<file path="config.mk">
export PLATFORM = sky130hd
export DESIGN_NAME = cgra_input_streamer
export DESIGN_NICKNAME = d
export VERILOG_FILES = /design/src/rtl/cgra_streamer_pkg.sv /design/src/rtl/cgra_stream_fifo.sv /design/src/rtl/cgra_input_streamer.sv
export SDC_FILE = /design/constraint.sdc
export NUM_CORES = 1
export LEC_CHECK = 0
export ABC_AREA = 1
export CORE_MARGIN = 2
export CORE_UTILIZATION = 47
export DETAILED_ROUTE_END_ITERATION = 6
export PLACE_DENSITY_LB_ADDON = 0.3
export SLEW_MARGIN = 25
export SYNTH_ARGS = -nofsm -noshare
export SYNTH_HDL_FRONTEND = slang
export SYNTH_SLANG_ARGS = --single-unit
</file>
<file path="constraint.sdc">
create_clock -name clk_i -period 3.8 [get_ports clk_i]
set_input_delay 0.76 -clock clk_i [delete_from_list [all_inputs] [get_ports clk_i]]
set_output_delay 0.76 -clock clk_i [all_outputs]
set_load 0.005 [all_outputs]
</file>
<file path="src/rtl/cgra_streamer_pkg.sv">
`default_nettype none
// ============================================================================
// Package  : cgra_streamer_pkg
// Purpose  : Shared widths, AXI response code and FSM state encoding for the
//            CGRA input streamer and its FIFO.
// Revision : 1.0 - initial release
// ============================================================================
package cgra_streamer_pkg;

  localparam int WORD_W = 32;  // CGRA word width
  localparam int ADDR_W = 32;  // byte address width
  localparam int LEN_W  = 16;  // transfer length / stride width

  localparam logic [1:0] AXI_RESP_OKAY = 2'b00;

  // Explicitly encoded so the state register width is fixed at 2 bits.
  typedef enum logic [1:0] {
    IDLE  = 2'd0,
    ISSUE = 2'd1,
    DRAIN = 2'd2,
    DONE  = 2'd3
  } streamer_state_e;

endpackage : cgra_streamer_pkg
`default_nettype wire

</file>
<file path="src/rtl/cgra_stream_fifo.sv">
`default_nettype none
// ============================================================================
// Module   : cgra_stream_fifo
// Purpose  : Synchronous FIFO with first-word fall-through head and an
//            occupancy count. DEPTH must be a power of two (pointers wrap
//            naturally). A push into an empty FIFO appears on head_o on the
//            following cycle.
// Ports    : clk_i/rst_ni  clock, asynchronous active-low reset
//            push_i        write push_data_i (accepted if not full, or if a
//                          pop happens in the same cycle)
//            pop_i         drop the head entry (ignored when empty)
//            head_o        oldest entry (zero after reset)
//            empty_o       no entries stored
//            count_o       number of stored entries, 0..DEPTH
// Revision : 1.0 - initial release
// ============================================================================
module cgra_stream_fifo #(
  parameter  int WIDTH = 32,
  parameter  int DEPTH = 4,
  localparam int PTR_W = (DEPTH > 1) ? $clog2(DEPTH) : 1,
  localparam int CNT_W = PTR_W + 1
) (
  input  logic             clk_i,
  input  logic             rst_ni,
  input  logic             push_i,
  input  logic [WIDTH-1:0] push_data_i,
  input  logic             pop_i,
  output logic [WIDTH-1:0] head_o,
  output logic             empty_o,
  output logic [CNT_W-1:0] count_o
);

  logic [WIDTH-1:0] mem_q [DEPTH];
  logic [WIDTH-1:0] mem_d [DEPTH];
  logic [PTR_W-1:0] wr_ptr_q, wr_ptr_d;
  logic [PTR_W-1:0] rd_ptr_q, rd_ptr_d;
  logic [CNT_W-1:0] count_q, count_d;
  logic             do_push;
  logic             do_pop;

  assign do_pop  = pop_i && (count_q != '0);
  assign do_push = push_i && ((count_q != CNT_W'(DEPTH)) || do_pop);

  always_comb begin
    mem_d    = mem_q;
    wr_ptr_d = wr_ptr_q;
    rd_ptr_d = rd_ptr_q;
    count_d  = count_q;
    if (do_push) begin
      mem_d[wr_ptr_q] = push_data_i;
      wr_ptr_d        = wr_ptr_q + PTR_W'(1);
    end
    if (do_pop) begin
      rd_ptr_d = rd_ptr_q + PTR_W'(1);
    end
    case ({do_push, do_pop})
      2'b10:   count_d = count_q + CNT_W'(1);
      2'b01:   count_d = count_q - CNT_W'(1);
      default: count_d = count_q;
    endcase
  end

  always_ff @(posedge clk_i or negedge rst_ni) begin
    if (!rst_ni) begin
      for (int i = 0; i < DEPTH; i++) begin
        mem_q[i] <= '0;
      end
      wr_ptr_q <= '0;
      rd_ptr_q <= '0;
      count_q  <= '0;
    end else begin
      mem_q    <= mem_d;
      wr_ptr_q <= wr_ptr_d;
      rd_ptr_q <= rd_ptr_d;
      count_q  <= count_d;
    end
  end

  assign head_o  = mem_q[rd_ptr_q];
  assign empty_o = (count_q == '0);
  assign count_o = count_q;

endmodule : cgra_stream_fifo
`default_nettype wire

</file>
<file path="src/rtl/cgra_input_streamer.sv">
`default_nettype none
// ============================================================================
// Module   : cgra_input_streamer
// Purpose  : Feeds one CGRA input node. On start, walks a strided byte
//            address sequence, issues single-beat AXI-Lite reads on a 64-bit
//            bus, extracts the addressed 32-bit lane of each response and
//            streams the words out through a small FIFO as valid/ready.
// Ports    : clk_i, rst_ni          clock, asynchronous active-low reset
//            start_i                start pulse (only honoured in IDLE)
//            base_addr_i/size_i/stride_i  transfer description, sampled at start
//            busy_o, done_o, err_o  status (err_o sticky until next start)
//            ar_*                   AXI-Lite read address channel
//            r_*                    AXI-Lite read data channel
//            data_o/valid_o/ready_i word stream to the CGRA node
//            stall_cycles_o         CGRA back-pressure cycle counter
// Config   : `define CGRA_STREAMER_PERF_EN to build the saturating
//            back-pressure counter; otherwise stall_cycles_o is tied to 0.
// Revision : 1.0 - initial release
// ============================================================================
module cgra_input_streamer
  import cgra_streamer_pkg::*;
#(
  parameter int FIFO_DEPTH     = 4,
  parameter int AXI_DATA_WIDTH = 64
) (
  input  logic                      clk_i,
  input  logic                      rst_ni,
  input  logic                      start_i,
  input  logic [ADDR_W-1:0]         base_addr_i,
  input  logic [LEN_W-1:0]          size_i,
  input  logic [LEN_W-1:0]          stride_i,
  output logic                      busy_o,
  output logic                      done_o,
  output logic                      err_o,
  output logic [ADDR_W-1:0]         ar_addr_o,
  output logic                      ar_valid_o,
  input  logic                      ar_ready_i,
  input  logic [AXI_DATA_WIDTH-1:0] r_data_i,
  input  logic [1:0]                r_resp_i,
  input  logic                      r_valid_i,
  output logic                      r_ready_o,
  output logic [WORD_W-1:0]         data_o,
  output logic                      valid_o,
  input  logic                      ready_i,
  output logic [31:0]               stall_cycles_o
);

  localparam int CNT_W = $clog2(FIFO_DEPTH) + 1;
  localparam int SUM_W = CNT_W + 1;

  streamer_state_e   state_q, state_d;
  logic [LEN_W-1:0]  size_q, size_d;
  logic [LEN_W-1:0]  stride_q, stride_d;
  logic [LEN_W-1:0]  issued_q, issued_d;
  logic [LEN_W-1:0]  consumed_q, consumed_d;
  logic [ADDR_W-1:0] cur_addr_q, cur_addr_d;
  logic              err_q, err_d;

  logic [CNT_W-1:0]  data_count;
  logic [CNT_W-1:0]  lane_count;
  logic              data_empty;
  logic              lane_empty;
  logic              lane_head;
  logic [WORD_W-1:0] data_head;
  logic [WORD_W-1:0] r_word;
  logic [SUM_W-1:0]  in_flight;
  logic              start_accept;
  logic              ar_valid;
  logic              ar_hs;
  logic              r_ready;
  logic              r_hs;
  logic              pop;
  logic              busy;

  // Every read in flight owns a FIFO slot, either already filled or reserved
  // by an outstanding AR. This is what lets R run without back-pressure.
  assign in_flight    = SUM_W'(data_count) + SUM_W'(lane_count);
  assign start_accept = (state_q == IDLE) && start_i;
  assign busy         = (state_q == ISSUE) || (state_q == DRAIN);

  // Depends only on registered state, and the credit sum cannot grow while
  // an AR waits (R moves a credit from outstanding to FIFO, pops free one),
  // so valid and address stay stable until the handshake.
  assign ar_valid = (state_q == ISSUE) && (issued_q < size_q) &&
                    (in_flight < SUM_W'(FIFO_DEPTH));
  assign ar_hs    = ar_valid && ar_ready_i;

  // The lane FIFO holds exactly one entry per outstanding read.
  assign r_ready = !lane_empty;
  assign r_hs    = r_valid_i && r_ready;
  assign r_word  = lane_head ? r_data_i[2*WORD_W-1:WORD_W] : r_data_i[WORD_W-1:0];

  assign pop = !data_empty && ready_i;

  always_comb begin
    state_d    = state_q;
    size_d     = size_q;
    stride_d   = stride_q;
    issued_d   = issued_q;
    consumed_d = consumed_q;
    cur_addr_d = cur_addr_q;
    err_d      = err_q;

    if (r_hs && (r_resp_i != AXI_RESP_OKAY)) begin
      err_d = 1'b1;
    end
    if (ar_hs) begin
      cur_addr_d = cur_addr_q + ADDR_W'(stride_q);
      issued_d   = issued_q + LEN_W'(1);
    end
    if (pop) begin
      consumed_d = consumed_q + LEN_W'(1);
    end

    case (state_q)
      IDLE: begin
        if (start_i) begin
          size_d     = size_i;
          stride_d   = stride_i;
          cur_addr_d = base_addr_i;
          issued_d   = '0;
          consumed_d = '0;
          err_d      = 1'b0;
          state_d    = (size_i != '0) ? ISSUE : DONE;
        end
      end
      ISSUE: begin
        if (ar_hs && (issued_q == size_q - LEN_W'(1))) begin
          state_d = DRAIN;
        end
      end
      DRAIN: begin
        if (lane_empty && data_empty && (consumed_q == size_q)) begin
          state_d = DONE;
        end
      end
      DONE: begin
        state_d = IDLE;
      end
      default: begin
        state_d = IDLE;
      end
    endcase
  end

  always_ff @(posedge clk_i or negedge rst_ni) begin
    if (!rst_ni) begin
      state_q    <= IDLE;
      size_q     <= '0;
      stride_q   <= '0;
      issued_q   <= '0;
      consumed_q <= '0;
      cur_addr_q <= '0;
      err_q      <= 1'b0;
    end else begin
      state_q    <= state_d;
      size_q     <= size_d;
      stride_q   <= stride_d;
      issued_q   <= issued_d;
      consumed_q <= consumed_d;
      cur_addr_q <= cur_addr_d;
      err_q      <= err_d;
    end
  end

  // Remembers which 32-bit half of the 64-bit beat each outstanding read
  // wants; AXI-Lite returns R in AR order, so a FIFO is sufficient.
  cgra_stream_fifo #(
    .WIDTH (1),
    .DEPTH (FIFO_DEPTH)
  ) u_lane_fifo (
    .clk_i       (clk_i),
    .rst_ni      (rst_ni),
    .push_i      (ar_hs),
    .push_data_i (cur_addr_q[2]),
    .pop_i       (r_hs),
    .head_o      (lane_head),
    .empty_o     (lane_empty),
    .count_o     (lane_count)
  );

  cgra_stream_fifo #(
    .WIDTH (WORD_W),
    .DEPTH (FIFO_DEPTH)
  ) u_data_fifo (
    .clk_i       (clk_i),
    .rst_ni      (rst_ni),
    .push_i      (r_hs),
    .push_data_i (r_word),
    .pop_i       (pop),
    .head_o      (data_head),
    .empty_o     (data_empty),
    .count_o     (data_count)
  );

`ifdef CGRA_STREAMER_PERF_EN
  logic [31:0] stall_cnt_q, stall_cnt_d;

  always_comb begin
    stall_cnt_d = stall_cnt_q;
    if (start_accept) begin
      stall_cnt_d = '0;
    end else if (busy && !data_empty && !ready_i && (stall_cnt_q != '1)) begin
      stall_cnt_d = stall_cnt_q + 32'd1;
    end
  end

  always_ff @(posedge clk_i or negedge rst_ni) begin
    if (!rst_ni) begin
      stall_cnt_q <= '0;
    end else begin
      stall_cnt_q <= stall_cnt_d;
    end
  end

  assign stall_cycles_o = stall_cnt_q;
`else
  assign stall_cycles_o = '0;
`endif

  assign busy_o     = busy;
  assign done_o     = (state_q == DONE);
  assign err_o      = err_q;
  assign ar_addr_o  = {cur_addr_q[ADDR_W-1:3], 3'b000};
  assign ar_valid_o = ar_valid;
  assign r_ready_o  = r_ready;
  assign data_o     = data_head;
  assign valid_o    = !data_empty;

endmodule : cgra_input_streamer
`default_nettype wire

</file>
==> out/qor.yml, run 1 <==
drc: 0
maxCapViolations: 0
max_slew_margin_pct: 39.7
syn2layout_area_growth_pct: 20.1
synth-edff-count: 0
final_cells: 2385
nNetsFinal: 2155
cts_inserted_buffers: 28
start_util_pct: 47.7
netSwitchingFraction_pct: 40.9
slowest_stage: "clkdlybuf4s50_1"
ios: 238
ant_nets: 0
end_kind: "output port"
synthFlopType: "dfrtp_1"
die_w_um: 183
final.setup_skew_ns: 0.0164
first_pass_iters: 7
worst_pin_slew_ns: 0.904
status: "finished clean"
power_frac_seq_pct: 30.5
powerDensity_nw_per_um2: 863
drive_gt1_share_pct: 11.2
critPathBufInv: 3
async_reset_ff_share_pct: 100
multi_input_area_sq_um: 7500
whs_ns: 0.301
intPower_mw: 9.20
cp_cell_sequence: "inv_1 -> ha_1 -> nand2_1 -> nand2_1 -> nand2_1 -> nand2_1 -> a21oi_1 -> nand4_1 -> inv_1 -> clkdlybuf4s50_1"
die_h_um: 183
clockBufferDepth: 3
finalHoldViolCount: 0
regToRegEndpoint: "cur_addr_q[25]"
crit_path_frequent_cell: "nand2_1"
viasPerCell: 5.25
finalSetupViolations: 0
clock_sinks: 245
drv_slew: 0
hold_class: "input pin to asynchronous set/reset pin"
path_class: "register to output port"
grt_pass1_vias: 12196
layout_commonest_cell: "nand2_1"
holdBufCountCts: 0
globalRoute.busiestLayer: "met2"
power.net_switching_mw: 6.36
routedWlPerCell_um: 15.5
fin_crit_sh_pct: 92.8
clock_latency_ns: 0.54
worstPathMaxFanout: 6
dieArea_sq_um: 33400
max_freq_mhz: 284
antenna_cells: 0
grt_pass1_wl_um: 60100
drtIter0Drc: 772
grt_max_degree: 111
vias: 12523
arrival_ns: 2.76
r2r_start: "size_q[9]"
syn_area_sq_um: 15000
row_count: 65
p_total_mw: 15.6
p_leak_nw: 8.47
cts_setup_buffers: 0
cp_data_required_time_ns: 3.04
tns_ns: 0
mostFrequentLayoutCells: "375 x nand2_1, 244 x dfrtp_1, 201 x clkdlybuf4s50_1"
grt_overflow: 0
grt_util_met1_pct: 29.1
slowest_delay_ns: 0.52
synthDistinctLibCells: 43
grt_use_met3_pct: 3.79
antenna_found_initial: 0
ff2ff_setup_slack_ns: 0.90
crit_family: "buffers and inverters"
power_frac_comb_pct: 52.0
synth.avg_cell_area_sq_um: 8.29
numPortBuffers: 202
netlist_instances: 1811
met2_usage_pct: 37.2
post-place-cells: 2336
ys_seq_area_share_pct: 40.8
cts-resized-gates: 0
grt_usage_pct: 21.9
rsz0062_at_grt: "no"
regArea_sq_um: 6130
gp_congestion: 0.920
fin_crit_ns: 3.52
start_kind: "register"
yosys_warnings: 0
clock-root-buffer: "clkbuf_16"
cts_tree: "yes"
fillCellCount: 2848
cts_max_level: 1
wl_um: 37100
ys_seq_elements: 245
rr_worst_depth: 15
ir_drop_uv: 385
dp_hpwl_um: 26300
fp.coreArea_sq_um: 31500
clkTransAtPathRegs_ns: 0.06
clock_power_share_pct: 17.6
-- flip-flops by register name, indices dropped and copies added, names as in the netlist, 3 cells and up --
name / count
size_q: 16
consumed_q: 16
u_data_fifo.count_o: 3
cur_addr_q: 32
u_data_fifo.mem_q: 128
issued_q: 16
stride_q: 16
u_lane_fifo.count_o: 3
u_lane_fifo.mem_q: 4
-- stage by stage --
stage | setup slack (ns) | area, sq um | utilization [%]
after floorplan | 1.12 | 15100 | -
after global placement | 0.873 | 17100 | 54.3
after detailed placement | 0.868 | 17100 | 54.3
after CTS | 0.276 | 18000 | 57.3
after global routing | 0.136 | 18000 | 57.3
final | 0.275 | 18000 | 57.3
-- final cells by class --
class	count	area share [%]
Clock buffer	41	4.72
Clock inverter	8	0.562
Inverter	196	4.08
Multi-Input combinational cell	1274	41.6
Sequential cell	245	34.0
Tap cell	402	2.79
Timing Repair Buffer	219	12.3
-- worst reg2reg max path: stages (launching register included) --
cell and delay [ns]:
dfrtp_1 0.50, inv_1 0.08, ha_1 0.32, nand2_1 0.07
nand2_1 0.05, nand2_1 0.05, nand2_1 0.04, a21oi_1 0.21
nand4_1 0.22, nor2_4 0.24, buf_12 0.26, inv_2 0.35
nand2_1 0.16, nand3_1 0.08, o21ai_1 0.10, inv_1 0.06
-- cell families after synthesis --
| logic type | after synthesis | synth area share [%] |
|---|---|---|
| and+or+nand+nor | 732 | 20.6 |
| buffers and inverters | 326 | 10.2 |
| DFF | 245 | 40.8 |
| AOI/OAI and AO/OA | 239 | 8.47 |
| muxes | 160 | 12.0 |
| adders and majority gates | 55 | 4.73 |
| xor gates and xnor gates | 53 | 3.18 |
| other | 1 | 0.0250 |
-- cells in the mapped netlist, types with 5 or more instances --
library cell / instances / share of area, %
a21oi_1: 50 / 1.7
inv_2: 5 / 0.12
nand3b_1: 6 / 0.30
nor3_1: 19 / 0.63
xor2_1: 34 / 2.0
ha_1: 52 / 4.3
nor2_1: 174 / 4.3
o21ai_1: 23 / 0.77
xnor2_1: 18 / 1.0
or2_2: 18 / 0.75
mux2_2: 120 / 9.0
buf_4: 78 / 3.9
nand3_1: 89 / 3.0
clkbuf_1: 39 / 0.97
nor2_2: 8 / 0.33
nand4_1: 24 / 1.0
nand2_1: 376 / 9.4
mux2_1: 40 / 3.0
o21ai_0: 120 / 4.0
dfrtp_1: 245 / 41
inv_1: 191 / 4.8
buf_2: 8 / 0.27
nor4_1: 7 / 0.29
o22ai_1: 32 / 1.3
-- routing by layer --
| layer | up-vias | wire, um |
|---|---|---|
| met4 | 0 | 868 |
| met2 | 408 | 17300 |
| met3 | 68 | 2460 |
| li1 | 6120 | - |
| met1 | 5927 | 16400 |
| met5 | - | 0 |
-- worst max-delay path by stage --
stage,startpoint,endpoint,slack (ns),cells past startpoint
4_1_cts,size_q[14],ar_valid_o,0.28,10
3_5_place_dp,size_q[14],ar_valid_o,0.87,10
6_report,size_q[9],ar_valid_o,0.28,10
5_1_grt,size_q[14],ar_valid_o,0.14,10
2_1_floorplan,size_q[13],u_lane_fifo.count_o[2],1.12,16
3_3_place_gp,size_q[15],ar_valid_o,0.87,10
-- power groups by stage --
stage               sequential (mW)  combinational [mW]  clock [mW]
CTS                            4.72                8.14        2.79
floorplan                      4.44                5.76           0
global placement               4.70                7.87           0
detailed placement             4.76                8.09           0
global route                   4.90                9.10        2.91
finish                         4.74                8.09        2.74
(Power assumes the default switching activity.)
==> inputs of run 2 (changes only) <==
- clock period: 3.8 -> 3 ns (I/O delays scaled with it)
==> run 2 against run 1 <==
Against the previous run: count of clock-buffer cells in the layout fell by 2; sequential cell count stayed put; register-to-register slack lost 0.80 ns; first-iteration DRC count fell by 1.3%; global-route usage grew 0.088 points; cell count rose by 1.3%; die area is the same; sequential share of layout area shrank 0.74 points; design area rose by 2.5%; critical path type is now register to register; largest power group unchanged.
==> out/qor.yml, run 2 (synthesis gave the netlist of run 1 again) <==
drtIter0Drc: 762  # -1.3%
power_frac_seq_pct: 29.2  # -1.3 points
setup_slack_ns: 0.105  # -0.171 ns
grt_util_met1_pct: 29.4  # +0.34 points
clockBufferDepth: 3  # unchanged
max_slew_margin_pct: 51.1  # +11 points
gp_congestion: 0.915  # -0.52%
grt_pass1_vias: 12314  # +0.97%
powerDensity_nw_per_um2: 1100  # +27%
crit_family: "adder cells"
fillCellCount: 2829  # -0.67%
drc: 0  # unchanged
clock_latency_ns: 0.55  # about the same
die_w_um: 183  # unchanged
mostFrequentLayoutCells: "374 x nand2_1, 232 x dfrtp_1, 200 x clkdlybuf4s50_1"
final.setup_skew_ns: 0.0298  # +0.0134 ns
finalCoreUtilization_pct: 58.7  # +1.4 points
fin_crit_ns: 2.90
whs_ns: 0.0662  # -0.235 ns
slowest_delay_ns: 0.46  # -0.06 ns
path_class: "register to register"
critPathBufInv: 4  # +1
grt_overflow: 0  # unchanged
cts_max_level: 1  # unchanged
tns_ns: 0  # unchanged
arrival_ns: 3.36  # +0.60 ns
antenna_found_initial: 0  # unchanged
power.net_switching_mw: 8.16  # +28%
end_kind: "register"
nNetsFinal: 2188  # +1.5%
die_h_um: 183  # unchanged
largest_registers: "u_data_fifo.mem_q x128, cur_addr_q x32"
cts_inserted_buffers: 28  # unchanged
cp_data_required_time_ns: 3.47  # +0.43 ns
holdBufCountCts: 0  # unchanged
pre_cts_ws_ns: 0.138  # -0.730 ns
power_frac_comb_pct: 52.8  # +0.8 points
hold_class: "input pin to asynchronous set/reset pin"
maxCapViolations: 0  # unchanged
syn2layout_area_growth_pct: 23.1
grt_max_degree: 111  # unchanged
layout_commonest_cell: "nand2_1"
clock-root-buffer: "clkbuf_16"
met2_usage_pct: 37.7  # +0.47 points
routedWlPerCell_um: 15.3  # -1.4%
numPortBuffers: 202  # unchanged
dp_hpwl_um: 25600  # -2.6%
grt_pass1_wl_um: 60500  # +0.76%
clkTransAtPathRegs_ns: 0.06  # about the same
dieArea_sq_um: 33400  # unchanged
grt_use_met3_pct: 3.32  # -0.48 points
netSwitchingFraction_pct: 40.2  # -0.63 points
rsz0062_at_grt: "yes"
p_leak_nw: 8.65  # +2.2%
finalSetupViolations: 0  # unchanged
regArea_sq_um: 6150  # +0.24%
worstPathMaxFanout: 8  # +2
ff2ff_setup_slack_ns: 0.10  # -0.80 ns
start_util_pct: 47.7  # unchanged
fp.coreArea_sq_um: 31500  # unchanged
clock_power_share_pct: 18.0  # +0.4 points
row_count: 65  # unchanged
antenna_cells: 0  # unchanged
drv_slew: 0  # unchanged
clock_sinks: 245  # unchanged
top_register: "u_data_fifo.mem_q"
ir_drop_uv: 556  # +44%
crit_path_frequent_cell: "nand2_1"
slowest_stage: "dfrtp_2"
first_pass_iters: 5  # -2
multi_input_area_sq_um: 7570  # +0.95%
start_kind: "register"
intPower_mw: 12.1  # +32%
status: "finished clean"
cts_tree: "yes"
wl_um: 37000  # about the same
finalHoldViolCount: 0  # unchanged
ios: 238  # unchanged
worst_pin_slew_ns: 0.733  # -0.171 ns
cp_cell_sequence: "ha_1 -> nand2_1 -> nand2_1 -> nand2_1 -> nand2_1 -> a21oi_2 -> nand4_1 -> buf_4 -> buf_4 -> buf_4 -> nor2_4 -> nand2_4 -> ha_1 -> inv_1 -> fa_2 -> o21ai_0"
globalRoute.busiestLayer: "met2"
vias: 12580  # +0.46%
grt_usage_pct: 22.0  # +0.088 points
fin_crit_sh_pct: 96.5
max_freq_mhz: 345
ant_nets: 0  # unchanged
drive_gt1_share_pct: 13.8  # +2.6 points
largest_reg_flops: 128  # unchanged
viasPerCell: 5.20  # -0.87%
[run 2: stage by stage]
step,instances,total power [mW],area [sq um]
2_1_floorplan,1845,12.9,15100
3_3_place_gp,2346,16.0,17200
3_5_place_dp,2346,16.3,17200
4_1_cts,2405,20.2,18300
5_1_grt,2417,22.0,18500
6_report,2417,20.3,18500
[run 2: cell type report]
cell class / count / share of cell area, %
Multi-Input combinational cell: 1274 / 41.0
Sequential cell: 245 / 33.3
Timing Repair Buffer: 252 / 13.8
Clock buffer: 39 / 4.18
Inverter: 196 / 4.03
Tap cell: 402 / 2.72
Clock inverter: 9 / 1.12
[run 2: worst paths after layout]
check,start,endpoint,depth (start not counted)
min reg2reg,u_data_fifo.mem_q[57],u_data_fifo.mem_q[57],1
max in group asynchronous,rst_ni,u_data_fifo.mem_q[68],2
max,issued_q[13],u_lane_fifo.count_o[1],16
min,rst_ni,u_data_fifo.mem_q[30],1
min in group clk_i,u_data_fifo.mem_q[57],u_data_fifo.mem_q[57],1
max reg2reg,issued_q[13],u_lane_fifo.count_o[1],16
[run 2: power groups by stage]
| stage | registers (mW) | clock network, mW | logic [mW] |
|---|---|---|---|
| floorplan | 5.62 | 0 | 7.30 |
| global placement | 5.92 | 0 | 10.1 |
| detailed placement | 6.00 | 0 | 10.3 |
| CTS | 5.90 | 3.72 | 10.6 |
| global route | 6.11 | 3.88 | 12.0 |
| finish | 5.92 | 3.65 | 10.7 |
[run 2: what timing repair did]
action / in CTS / in global routing
pin swaps: 1 / 3
endpoints found under the setup margin: 21 / 49
gates resized for setup: 15 / 23
buffers inserted: 11 / 12
[run 2: metal layers]
layer  vias to the layer above  wire, um
met5                         -         0
met3                        58      2050
met1                      5981     16800
li1                       6195         -
met4                         0       792
met2                       346     17400
